`config.mk`:
```
export PLATFORM = sky130hd
export DESIGN_NAME = cpu_fetch
export DESIGN_NICKNAME = d
export VERILOG_FILES = /design/src/rtl/cpu_fetch.sv
export SDC_FILE = /design/constraint.sdc
export NUM_CORES = 1
export LEC_CHECK = 0
export ABC_CLOCK_PERIOD_IN_PS = 6500
export CAP_MARGIN = 20
export CORE_UTILIZATION = 40
export DETAILED_ROUTE_END_ITERATION = 10
export GPL_TIMING_DRIVEN = 0
export PLACE_DENSITY = 0.65
export SLEW_MARGIN = 0
export SYNTH_ARGS = -nofsm -noshare
export SYNTH_HDL_FRONTEND = slang
export SYNTH_SLANG_ARGS = --single-unit
```
`constraint.sdc`:
```
create_clock -name i_clock -period 6.5 [get_ports i_clock]
set_input_delay 1.3 -clock i_clock [delete_from_list [all_inputs] [get_ports i_clock]]
set_output_delay 1.3 -clock i_clock [all_outputs]
set_load 0.05 [all_outputs]
```
`src/rtl/cpu_fetch.sv`:
```
// Instruction fetch stage: owns the fetch PC, waits out I-cache misses, and hands
// one instruction at a time to decode through a registered single-entry slot.
module cpu_fetch #(
   parameter logic [31:0] RESET_VECTOR = 32'h0000_0000
) (
   input  logic        i_clock,
   input  logic        i_reset,
   output logic [31:0] o_icache_pc,
   input  logic [31:0] i_icache_rdata,
   input  logic        i_icache_ready,
   input  logic        i_jump,
   input  logic [31:0] i_jump_pc,
   output logic        o_valid,
   input  logic        i_ready,
   output logic [31:0] o_instruction,
   output logic [31:0] o_pc
);

   typedef enum logic {
      IDLE,
      FETCH
   } state_t;

   state_t      state;
   logic [31:0] pc;
   logic [31:0] pend_pc;
   logic        pend;

   logic        transfer;
   logic        slot_free;
   logic [31:0] jump_target;

   assign transfer    = o_valid && i_ready;
   assign slot_free   = !o_valid || i_ready;
   assign jump_target = {i_jump_pc[31:2], 2'b00};

   // The cache sees the registered PC only, so nothing on the input side can glitch it.
   assign o_icache_pc = pc;

   // NOTE: every register here sits in one clocked block with non-blocking updates, so
   // all of them observe the same pre-edge values regardless of statement order.
   always_ff @(posedge i_clock or posedge i_reset) begin
      if (i_reset) begin
         state         <= IDLE;
         pc            <= {RESET_VECTOR[31:2], 2'b00};
         pend          <= 1'b0;
         pend_pc       <= 32'h0;
         o_valid       <= 1'b0;
         o_instruction <= 32'h0;
         o_pc          <= 32'h0;
      end else begin
         case (state)
            IDLE: begin
               state   <= FETCH;
               o_valid <= 1'b0;
               if (i_jump) pc <= jump_target;
            end
            FETCH: begin
               if (i_jump) begin
                  // A redirect also flushes decode, so the slot empties either way.
                  o_valid <= 1'b0;
                  if (i_icache_ready) begin
                     pc   <= jump_target;
                     pend <= 1'b0;
                  end else begin
                     pend    <= 1'b1;
                     pend_pc <= jump_target;
                  end
               end else if (i_icache_ready && pend) begin
                  // The word that just arrived belongs to the abandoned path.
                  pc   <= pend_pc;
                  pend <= 1'b0;
                  if (transfer) o_valid <= 1'b0;
               end else if (i_icache_ready && slot_free) begin
                  o_valid       <= 1'b1;
                  o_instruction <= i_icache_rdata;
                  o_pc          <= pc;
                  pc            <= pc + 32'd4;
               end else if (transfer) begin
                  o_valid <= 1'b0;
               end
            end
         endcase
      end
   end

endmodule

```
Word-level counts from Yosys, hierarchy flattened --
Cells that the tools add are included.
Operators by class: $add $sub $neg 1, eq/ne operators 3, mux-type cells 14, bitwise operators 4, reductions and logical operators 10
Operators with widths (count):
- 32-bit 2-to-1 mux | 5
- 32-bit case mux with 2 select lines | 1
- 32-bit by 3-bit adder with 32-bit output (second input constant) | 1
- 1-bit 2-to-1 mux | 7
- 3-bit AND reduction | 2
- 4-bit by 2-bit inequality test with 1-bit output (second input constant) | 1
- 1-bit NOT | 4
- 4-bit AND reduction | 1
- 1-bit logical AND | 3
- 3-bit inequality test (second input constant) | 1
- 2-bit inequality test (second input constant) | 1
- 1-bit case mux with 2 select lines | 1
- 2-bit AND reduction | 1
- 2-bit nonzero test | 1
- 1-bit logical NOT | 1
- 1-bit logical OR | 1
Storage, ports and cells: register bits 129, input bits 69, output and inout port bits 97, word-level logic and storage cells 39

Longest topological paths before layout --
word-level depth 7, gate-level depth with buffers 8

Worst setup path before layout --
OpenSTA, ideal clock, no wires.
kind input -> register, start point input port i_jump, end point register pc[29] (netlist: o_icache_pc[29]), setup time 0.070 ns, arrival 2.579 ns, required time 6.430 ns, path slack 3.850 ns, stages on the path 8, cells stage by stage clkbuf_1 nor2b_1 clkbuf_1 and3_1 buf_4 nand4b_1 mux2_2 nand3_1
Between the ends: longest elaborated chain between the ends 2, elaborated cells on any way between the ends 6
Ends and longest elaborated chain:
- from (decl) | line 11 | input logic i_jump,
- 4-bit by 2-bit inequality test with 1-bit output (no line), or another cell as far along
- 3-bit AND reduction (no line) / 32-bit case mux with 2 select lines (equally long branches)
- to (signal assigned) | line 45 | pc <= {RESET_VECTOR[31:2], 2'b00};
- to (signal assigned) | line 56 | if (i_jump) pc <= jump_target;
- to (signal assigned) | line 63 | pc <= jump_target;
- to (decl) | line 25 | logic [31:0] pc;
Parallel ways exist; a longest one is shown, timed or not. A chain may end at the register's enable or synchronous reset.

Final worst setup path --
start point register pc[2] (netlist: o_icache_pc[2]), end point output port o_icache_pc[2]
RTL lines:
- to (decl) | line 8 | output logic [31:0] o_icache_pc,
No word-level cell between the ends.

==> impl_metrics.yaml <==
detailed_routing:
  dr_wl_cell_um: 17.3
  drt.antenna.violating_nets: 0
  drtIter0Drc: 293
  vias_per_cell: 5.45
  detailroute.via_count: 5468
  detailedRoute.firstPassIterationCount: 5
  route.final.wire_length_um: 17300
  detail_route.drc_violations: 0
clock_tree:
  holdBufCountCts: 0
  clk_transition_reported_paths_ns: 0.05
  cts_made_buffers: 17
  numClockSinks: 125
  cts.root.buffer_cell: "sky130_fd_sc_hd__clkbuf_16"
  cts_resized: 0
  clk_latency_ns: 0.43
  cts-root-to-sink-buffers: 2
  cts_tree: "done"
  ctsHtreeMaxLevel: 4
  postCtsSetupRepairBufs: 0
logic_synthesis:
  synth.yosys.warnings: 0
  synth_enable_flop_cells: 0
  netlist.top_cell.by_area: "sky130_fd_sc_hd__dfrtp_1"
  synth_top_cells_by_area: "sky130_fd_sc_hd__dfrtp_1, sky130_fd_sc_hd__nand2_1, sky130_fd_sc_hd__mux2_2"
  asyncSetResetFlopFracSynth: 1.00
  synth_flop_cell: "sky130_fd_sc_hd__dfrtp_1"
  synth_top_area_frac: 0.533
  syn-mean-instance-area_um2: 9.33
  synthesis.area_mm2: 0.00587
  post_synth_inst_count: 629
  yosysSeqAreaShare: 0.533
  postSynthRegisterBits: 125
  post_synth_num_cell_types: 53
floorplanning:
  die_x_um: 123
  boundaryPins: 166
  chipHeight_um: 123
  rows: 43
  placeableCoreArea_mm2: 0.0141
  area_of_the_die_mm2: 0.0152
  starting_density: 0.416
grt:
  globalRouteTotalUtil: 0.241
  wire_length_of_the_first_global_routing_pass_um: 27500
  grt_overflow: 0
  grt_max_degree: 85
  antenna_found_initial: 0
  grt_pass1_vias: 5346
worst_setup_path:
  end_kind: "output port"
  startpoint_type: "flop"
  critical_path_peak_fanout: 9
  crit_path_class: "reg -> out"
  worstPathRequired_ns: 5.20
  critPathTopFamily: "buffers and inverters"
  arrival_ns: 1.85
  cp_slowest_stage_delay_ns: 0.88
  critical_path.slowest_cell: "sky130_fd_sc_hd__clkdlybuf4s50_1"
  cp_num_buf_inv: 1
  worstPathCellList: "clkdlybuf4s50_1"
timing:
  maxClockFrequency_mhz: 318
  slew_headroom: 0.471
  worst_slew_pin_slew_ns: 0.786
  finalWorstPathRequiredPeriod_ns: 3.15
  grt_setup_unrepaired: "no"
  drv_slew: 0
  setup_viol: 0
  period_share: 0.484
  fin_skew_ns: 0.00559
  setup_total_negative_slack_ns: 0
  final-hold-violation-count: 0
worst_hold_path:
  worstHoldPathType: "reg -> reg"
layout:
  antenna_cells: 0
  ff_latch_area_mm2: 0.00313
  area_delta_synth_final_pct: 41.7
  fill_cells: 1227
  final_layout_net_count: 880
  final_design_area_no_fill_mm2: 0.00832
  post_route_cells_drive_above_1_share: 0.111
  multi_input_comb_area_mm2: 0.00251
status:
  run_status: "finished clean"
power_and_ir_drop:
  cellPowerDensity_mw_per_mm2: 361
  max-vdd-ir-drop_v: 0.000185
  total_power_mw: 3.00
  total_leakage_power_nw: 3.70
place:
  buffer_ports.inserted: 158
  globalplace.congestion: 0.848
  detailed_place_hpwl_um: 12200
  dpl_cell_area_mm2: 0.00772
job:
  cap_viol_max_count: 0
==> final cells by class <==
type | count | area share
tap | 180 | 0.0271
timing repair buffer | 159 | 0.193
buffer | 48 | 0.0265
multi-input combinational | 454 | 0.302
inverter | 5 | 0.00286
clock inverter | 6 | 0.00963
clock buffer | 26 | 0.0624
sequential | 125 | 0.376
==> sequential cells by signal, summed over array words and instances, names as in the netlist <==
signal	flops
o_icache_pc	30
o_instruction	32
o_pc	30
o_valid	1
pend	1
pend_pc	30
state	1
==> kinds of logic after synthesis <==
group	synth area share
compound gates	0.118
flops	0.533
buf+inv	0.0407
other cells	0.00128
xor+xnor	0.0134
mux	0.0629
fa+ha+maj	0.00213
simple gates	0.228
==> final timing paths <==
check / cells past startpoint / slack [ns] / to / from
worst max-delay path: 1 / 3.35 / o_icache_pc[2] / o_icache_pc[2]
worst min-delay path: 2 / 0.47 / o_pc[31] / o_pc[31]
worst max register to register: 6 / 4.07 / o_icache_pc[26] / o_icache_pc[2]
worst min register to register: 2 / 0.47 / o_pc[31] / o_pc[31]
max in group asynchronous: 3 / 4.48 / o_pc[5] / i_reset
min in group asynchronous: 2 / 1.26 / o_instruction[0] / i_reset
==> layer usage <==
metal | share of wire | vias to the layer above | wire (um) | track usage
met4 | 0.023 | 0 | 398 | 0.0994
met3 | 0.066 | 30 | 1150 | 0.0577
met5 | 0 | - | 0 | 0
met1 | 0.43 | 2680 | 7490 | 0.319
li1 | - | 2528 | - | -
met2 | 0.48 | 230 | 8290 | 0.378
==> cell usage after synthesis (all sizes together) (6+ instances only) <==
cell type,count
a211oi,8
a21oi,18
a22oi,12
and4,6
buf,23
clkbuf,25
dfrtp,125
mux2,31
nand2,208
nand2b,7
nand3,23
nand4,8
nor2,28
nor3,7
o21ai,27
o311ai,8
==> power breakdown <==
part	internal, mW	total, mW	switching (mW)
Combinational	0.344	0.996	0.652
Sequential	0.931	1.05	0.117
Clock	0.623	0.958	0.335
Total	1.90	3.00	1.10
==> per-stage QoR <==
step / hold WS [ns] / setup WS (ns) / cells / util
after floorplan: 0.474 / 1.87 / 632 / -
after global placement: 0.457 / 0.0325 / 970 / 0.545
after detailed placement: 0.462 / 3.02 / 971 / 0.548
after CTS: 0.475 / 3.35 / 1003 / 0.590
after global routing: 0.497 / 3.31 / 1003 / 0.590
final: 0.472 / 3.35 / 1003 / 0.590
==> layout by cell type, fill, tap and decap left out, types with 6 or more instances in the layout <==
| cell type | count |
|---|---|
| sky130_fd_sc_hd__a211oi_1 | 8 |
| sky130_fd_sc_hd__a21oi_1 | 18 |
| sky130_fd_sc_hd__a22oi_1 | 12 |
| sky130_fd_sc_hd__and4_1 | 6 |
| sky130_fd_sc_hd__buf_2 | 16 |
| sky130_fd_sc_hd__clkbuf_1 | 27 |
| sky130_fd_sc_hd__clkbuf_16 | 17 |
| sky130_fd_sc_hd__clkbuf_8 | 6 |
| sky130_fd_sc_hd__clkdlybuf4s50_1 | 158 |
| sky130_fd_sc_hd__dfrtp_1 | 125 |
| sky130_fd_sc_hd__mux2_2 | 31 |
| sky130_fd_sc_hd__nand2_1 | 208 |
| sky130_fd_sc_hd__nand2b_1 | 7 |
| sky130_fd_sc_hd__nand3_1 | 21 |
| sky130_fd_sc_hd__nand4_1 | 7 |
| sky130_fd_sc_hd__nor2_1 | 28 |
| sky130_fd_sc_hd__nor3_1 | 7 |
| sky130_fd_sc_hd__o21ai_0 | 27 |
| sky130_fd_sc_hd__o311ai_0 | 8 |
Power figures use the tool's default switching activity.
